--- src/rtl/rst_pkg.sv ---
// ---------------------------------------------------------------------------
// rst_pkg -- shared types and constants for the reset-request path.
//
// Holds the button reset-request FSM state type, plus the constants that the
// downstream reset generator (the block driven by btn_rst_req.rst_req_o) is
// built around, so both ends of the path agree on them.
// ---------------------------------------------------------------------------
package rst_pkg;

   // Button reset-request FSM states.
   typedef enum logic [2:0] {
      IDLE       = 3'd0,   // released, waiting for a press
      PRESS_DB   = 3'd1,   // press seen, confirming it is stable
      PULSE      = 3'd2,   // issuing the reset request pulse
      HELD       = 3'd3,   // accepted press, still held down
      RELEASE_DB = 3'd4    // release seen, confirming it is stable
   } btn_state_e;

   // Downstream reset generator constants.
   localparam int unsigned RSTGEN_SYNC_STAGES = 2;     // reset deassert sync depth
   localparam int unsigned RSTGEN_HOLD_CYCLES = 8;     // min reset assertion width
   localparam logic        RSTGEN_REQ_ACTIVE  = 1'b1;  // request input polarity

   // States in which the debounced button level reads as pressed.
   function automatic logic state_is_pressed(btn_state_e s);
      return (s == PULSE) || (s == HELD) || (s == RELEASE_DB);
   endfunction

endpackage

--- src/rtl/sync_2ff.sv ---
// ---------------------------------------------------------------------------
// sync_2ff -- two-flop synchronizer for a single asynchronous bit.
//
// Ports
//   clk_i  : destination clock (rising edge)
//   rst_i  : synchronous active-high reset, loads RESET_VAL into both flops
//   d_i    : asynchronous input
//   q_o    : synchronized output (two clk_i edges of latency)
//
// RESET_VAL lets the caller pick the idle level of the input so that a reset
// does not look like an input transition downstream.
// ---------------------------------------------------------------------------
module sync_2ff #(
   parameter logic RESET_VAL = 1'b0
) (
   input  logic clk_i,
   input  logic rst_i,
   input  logic d_i,
   output logic q_o
);

   logic [1:0] sync_q;
   logic [1:0] sync_d;

   // Bit 0 is the metastability-catching stage, bit 1 is the clean output.
   always_comb begin
      sync_d = {sync_q[0], d_i};
   end

   always_ff @(posedge clk_i) begin
      if (rst_i) begin
         sync_q <= {2{RESET_VAL}};
      end else begin
         sync_q <= sync_d;
      end
   end

   assign q_o = sync_q[1];

endmodule

--- src/rtl/btn_rst_req.sv ---
// ---------------------------------------------------------------------------
// btn_rst_req -- debounced push-button to reset-request pulse.
//
// A raw, bouncing, active-low button is synchronized, debounced in both
// directions, and turned into exactly one PULSE_CYCLES-wide request pulse per
// accepted press. Holding the button does not repeat the request; a new
// request needs a debounced release followed by a new debounced press.
//
// Parameters
//   DEBOUNCE_CYCLES : stable synchronized samples needed to accept a press or
//                     a release (2..65535)
//   PULSE_CYCLES    : width of the request pulse in clk_i cycles (1..255)
//
// Ports
//   clk_i     : system clock, rising edge
//   rst_i     : synchronous active-high reset
//   btn_ni    : raw button, active-low, asynchronous, bouncing
//   rst_req_o : registered reset request pulse, active-high
//   pressed_o : registered debounced button level, 1 = pressed
//
// Timing: a press first sampled at edge k enters PRESS_DB at k+2 and raises
// rst_req_o at k+2+DEBOUNCE_CYCLES.
// ---------------------------------------------------------------------------
module btn_rst_req
   import rst_pkg::*;
#(
   parameter int unsigned DEBOUNCE_CYCLES = 16,
   parameter int unsigned PULSE_CYCLES    = 4
) (
   input  logic clk_i,
   input  logic rst_i,
   input  logic btn_ni,
   output logic rst_req_o,
   output logic pressed_o
);

   localparam int unsigned CNT_W  = $clog2(DEBOUNCE_CYCLES);
   localparam int unsigned PCNT_W = $clog2(PULSE_CYCLES + 1);

   localparam logic [CNT_W-1:0]  CNT_LAST  = CNT_W'(DEBOUNCE_CYCLES - 1);
   localparam logic [PCNT_W-1:0] PCNT_LAST = PCNT_W'(PULSE_CYCLES - 1);

   // ------------------------------------------------------------------------
   // Input synchronizer. Flops idle at 1 (released) so leaving reset never
   // looks like a press edge; a button still held through reset shows up two
   // edges later and is debounced afresh.
   // ------------------------------------------------------------------------
   logic btn_sync;
   logic btn_s;

   sync_2ff #(
      .RESET_VAL (1'b1)
   ) u_sync (
      .clk_i (clk_i),
      .rst_i (rst_i),
      .d_i   (btn_ni),
      .q_o   (btn_sync)
   );

   assign btn_s = ~btn_sync;

   // ------------------------------------------------------------------------
   // State
   // ------------------------------------------------------------------------
   btn_state_e        state_q,   state_d;
   logic [CNT_W-1:0]  cnt_q,     cnt_d;
   logic [PCNT_W-1:0] pcnt_q,    pcnt_d;
   logic              rst_req_q, rst_req_d;
   logic              pressed_q, pressed_d;

   // ------------------------------------------------------------------------
   // Next-state logic. cnt is cleared on every state entry so the debounce
   // windows always start from zero and can never wrap. PRESS_DB/RELEASE_DB
   // leave on the sample where cnt reaches DEBOUNCE_CYCLES-1, i.e. after
   // exactly DEBOUNCE_CYCLES cycles in the state.
   // ------------------------------------------------------------------------
   always_comb begin
      state_d = state_q;
      cnt_d   = cnt_q;
      pcnt_d  = pcnt_q;

      case (state_q)
         IDLE: begin
            cnt_d = '0;
            if (btn_s) begin
               state_d = PRESS_DB;
            end
         end

         PRESS_DB: begin
            if (!btn_s) begin
               // Bounce: drop the partial press.
               state_d = IDLE;
               cnt_d   = '0;
            end else if (cnt_q == CNT_LAST) begin
               state_d = PULSE;
               cnt_d   = '0;
               pcnt_d  = '0;
            end else begin
               cnt_d = cnt_q + 1'b1;
            end
         end

         PULSE: begin
            // The button is ignored here: a release during the pulse must not
            // shorten it. It is picked up from HELD on the following cycle.
            // pcnt stays at its last value on exit (saturates, no wrap).
            if (pcnt_q == PCNT_LAST) begin
               state_d = HELD;
               cnt_d   = '0;
            end else begin
               pcnt_d = pcnt_q + 1'b1;
            end
         end

         HELD: begin
            cnt_d = '0;
            if (!btn_s) begin
               state_d = RELEASE_DB;
            end
         end

         RELEASE_DB: begin
            if (btn_s) begin
               // Bounce back to pressed: keep the press, no new request.
               state_d = HELD;
               cnt_d   = '0;
            end else if (cnt_q == CNT_LAST) begin
               state_d = IDLE;
               cnt_d   = '0;
            end else begin
               cnt_d = cnt_q + 1'b1;
            end
         end

         default: begin
            state_d = IDLE;
            cnt_d   = '0;
            pcnt_d  = '0;
         end
      endcase
   end

   // Outputs are registered from the next state so they line up exactly with
   // the state occupancy while staying flop-driven.
   always_comb begin
      rst_req_d = (state_d == PULSE);
      pressed_d = state_is_pressed(state_d);
   end

   always_ff @(posedge clk_i) begin
      if (rst_i) begin
         state_q   <= IDLE;
         cnt_q     <= '0;
         pcnt_q    <= '0;
         rst_req_q <= 1'b0;
         pressed_q <= 1'b0;
      end else begin
         state_q   <= state_d;
         cnt_q     <= cnt_d;
         pcnt_q    <= pcnt_d;
         rst_req_q <= rst_req_d;
         pressed_q <= pressed_d;
      end
   end

   assign rst_req_o = rst_req_q;
   assign pressed_o = pressed_q;

endmodule

--- config.mk ---
export PLATFORM = sky130hd
export DESIGN_NAME = btn_rst_req
export DESIGN_NICKNAME = d
export VERILOG_FILES = /design/src/rtl/rst_pkg.sv /design/src/rtl/sync_2ff.sv /design/src/rtl/btn_rst_req.sv
export SDC_FILE = /design/constraint.sdc
export NUM_CORES = 1
export LEC_CHECK = 0
export CAP_MARGIN = 10
export CORE_UTILIZATION = 49
export CTS_CLUSTER_SIZE = 10
export DETAILED_ROUTE_END_ITERATION = 16
export PLACE_DENSITY = 0.74
export SETUP_SLACK_MARGIN = 0.4
export SYNTH_ARGS = -nofsm -noshare
export SYNTH_HDL_FRONTEND = slang
export SYNTH_HIERARCHICAL = 1
export SYNTH_SLANG_ARGS = --single-unit
--- constraint.sdc ---
create_clock -name clk_i -period 1.52 [get_ports clk_i]
set_input_delay 0.304 -clock clk_i [delete_from_list [all_inputs] [get_ports clk_i]]
set_output_delay 0.304 -clock clk_i [all_outputs]
set_load 0.05 [all_outputs]
==> impl_metrics.env <==
export IMPL_hold_path_depth=1
export IMPL_start_util=0.539
export IMPL_dr_pass1_iters=4
export IMPL_syn_inst=76
export IMPL_rsz0062_at_grt="true"
export IMPL_synth_edf_count=0
export IMPL_dieArea_mm2=0.00161
export IMPL_hp_start="u_sync/sync_q[0]$_SDFF_PP1_"
export IMPL_rows=13
export IMPL_p_comb_frac=0.063
export IMPL_clock_root_buffer="clkbuf_4"
export IMPL_routedWlPerCell_um=16.5
export IMPL_r2r_start="pcnt_q[1]$_SDFFE_PP0P_"
export IMPL_syn_to_final_growth_pct=55.1
export IMPL_finalClockSkew_ns=0.00364
export IMPL_fillers=76
export IMPL_p_leak_nw=0.368
export IMPL_grt_pass1_wl_um=2800
export IMPL_synth_seq_area_share=0.394
export IMPL_ys_types=34
export IMPL_regArea_um2=295
export IMPL_violations="setup timing"
export IMPL_antenna_found_initial=0
export IMPL_synth_nets=82
export IMPL_diodes=0
export IMPL_cp_start_kind="flip-flop"
export IMPL_cts_buffers=3
export IMPL_wl_um=1850
export IMPL_vias=668
export IMPL_setup_viol=1
export IMPL_clock_sinks=14
export IMPL_avgSynthCellArea_um2=9.35
export IMPL_ys_ff_latch=14
export IMPL_worst_pin_slew_ns=0.315
export IMPL_clk_pin_slew_ns=0.08
export IMPL_critPathArrivalTime_ns=1.77
export IMPL_fin_crit_ns=1.55
export IMPL_r2r_cells=6
export IMPL_coreArea_mm2=0.00132
export IMPL_ant_nets=0
export IMPL_status="finished, violations left"
export IMPL_first_iter_violations=17
export IMPL_nets=105
export IMPL_h_tree_depth=1
export IMPL_slew_headroom=0.789
export IMPL_insertion_delay_ns=0.28
export IMPL_place_congestion=0.809
export IMPL_stdcell_area_mm2=0.00110
export IMPL_layout_drive_gt1_share=0.588
export IMPL_power_density_mw_per_mm2=567
export IMPL_finalHoldViolCount=0
export IMPL_cts_path_max_buffers=2
export IMPL_rr_endpoint="pcnt_q[2]$_SDFFE_PP0P_"
export IMPL_clock_fmax_ghz=0.645
export IMPL_post_drt_via_cell_ratio=5.96
export IMPL_route_detailed_drc=0
export IMPL_grt_ovfl_total=0
export IMPL_grt_pass1_vias=637
export IMPL_gr_usage_all_layers=0.264
export IMPL_preCtsSetupSlack_ns=-0.0372
export IMPL_seqPwrFrac=0.596
export IMPL_drv_slew=0
export IMPL_hp_class="flip-flop to flip-flop"
export IMPL_critPathKind="flip-flop to flip-flop"
export IMPL_hold_buffers=0
export IMPL_worstPathMaxFanout=3
export IMPL_ys_flop_type="dfxtp_1"
export IMPL_reg2reg_slack_ns=-0.03
export IMPL_post_place_cells=102
export IMPL_grt_max_degree=13
export IMPL_synth_async_reset_ratio=0
export IMPL_holdPathEnd="u_sync/sync_q[1]$_SDFF_PP1_"
export IMPL_die_y_um=40.1
export IMPL_yosys_warnings=6
export IMPL_swShare=0.233
export IMPL_cp_data_required_time_ns=1.74
export IMPL_postPlaceCellArea_um2=885
export IMPL_cap_viol_max_count=0
export IMPL_internal_power_w=0.000479
export IMPL_die_x_um=40.1
export IMPL_multi_input_area_um2=564
export IMPL_portBuffers=4
export IMPL_min_period_over_period=1.02
export IMPL_cp_startpoint="pcnt_q[1]$_SDFFE_PP0P_"
export IMPL_ios=5
export IMPL_fin_ws_ns=-0.0297
export IMPL_dpl_hpwl_um=1160
export IMPL_clkPwrFrac=0.342
export IMPL_fin_cells=112
export IMPL_final_cell_mix="buf_4, dfxtp_2, dfxtp_1"
export IMPL_cts_tree="built"
export IMPL_worstSetupEndpointType="flip-flop"
export IMPL_netlist_area_um2=711
export IMPL_p_switching_w=0.000146
export IMPL_final_common_cell="buf_4"
export IMPL_ir_drop_mv=0.626
## state kept, by name (all words and copies together), names as in the netlist
| name | count |
|---|---|
| cnt_q | 4 |
| pcnt_q | 3 |
| pressed_o | 1 |
| rst_req_o | 1 |
| state_q | 3 |
| u_sync/sync_q | 2 |
## layout make-up
type                       count  share of cell area
inverter                       1             0.00341
tap                           15              0.0170
sequential                    14               0.268
clock buffer                   3              0.0204
timing repair buffer          22               0.179
multi-input combinational     57               0.512
## through the flow
step / utilization / hold slack (ns) / total power, W / TNS [ns]
floorplan: - / 0.383 / 0.000400 / 0
finish: 0.837 / 0.421 / 0.000625 / -0.0297
global route: 0.837 / 0.435 / 0.000644 / -0.114
detailed placement: 0.671 / 0.407 / 0.000415 / -0.0372
CTS: 0.791 / 0.427 / 0.000624 / -0.0370
global placement: 0.671 / 0.387 / 0.000414 / 0
## worst max-delay path: stages (launching register included)
cell and delay, ns:
dfxtp_2 0.35, ha_4 0.16, ha_4 0.18, o21bai_4 0.13, a32oi_4 0.07, or4b_4 0.49
a21oi_2 0.12
## power by group through the flow
stage          Combinational [W]  Clock [W]  Sequential [W]
2_1_floorplan          0.0000184          0        0.000382
3_3_place_gp           0.0000296          0        0.000384
3_5_place_dp           0.0000303          0        0.000385
4_1_cts                0.0000360   0.000216        0.000372
5_1_grt                0.0000413   0.000230        0.000373
6_report               0.0000391   0.000213        0.000372
## layer usage
metal / routed length [um] / track usage
met5: 0 / 0
met4: 22 / 0.0948
met3: 26 / 0.0389
met2: 946 / 0.464
met1: 856 / 0.322
## Yosys cell counts, drive strengths merged, types with 2 or more instances
library cell | count | area share
dfxtp | 14 | 0.39
a21oi | 9 | 0.069
nand2 | 6 | 0.032
nor2 | 6 | 0.042
nand3 | 4 | 0.028
buf | 3 | 0.025
ha | 3 | 0.053
nor3b | 3 | 0.032
or2 | 3 | 0.026
a32oi | 2 | 0.051
nand3b | 2 | 0.021
nor2b | 2 | 0.018
o21bai | 2 | 0.021
## kinds of logic (layout without fill, tap and decap cells)
logic type | after synthesis | count (layout) | share of synthesized area
AO/OA/AOI/OAI | 18 | 18 | 0.192
adder cells (fa/ha/maj) | 3 | 3 | 0.0528
buffers and inverters | 5 | 26 | 0.0352
flip-flops | 14 | 14 | 0.394
multiplexers | 1 | 1 | 0.0141
AND/OR/NAND/NOR | 35 | 35 | 0.312
## worst max path at each step
| stage | to | cells after the start |
|---|---|---|
| final | pcnt_q[2]$_SDFFE_PP0P_ | 6 |
| after global routing | pcnt_q[2]$_SDFFE_PP0P_ | 6 |
| after CTS | pcnt_q[2]$_SDFFE_PP0P_ | 6 |
| after detailed placement | pcnt_q[2]$_SDFFE_PP0P_ | 6 |
| after global placement | pcnt_q[2]$_SDFFE_PP0P_ | 6 |
| after floorplan | pcnt_q[2]$_SDFFE_PP0P_ | 6 |
## repair_timing
action	4_1_cts	5_1_grt
pin swaps	11	5
gates cloned	0	0
resized for setup	22	9
setup buffers	5	2
endpoints found under the setup margin	12	14
(Power assumes the default switching activity.)
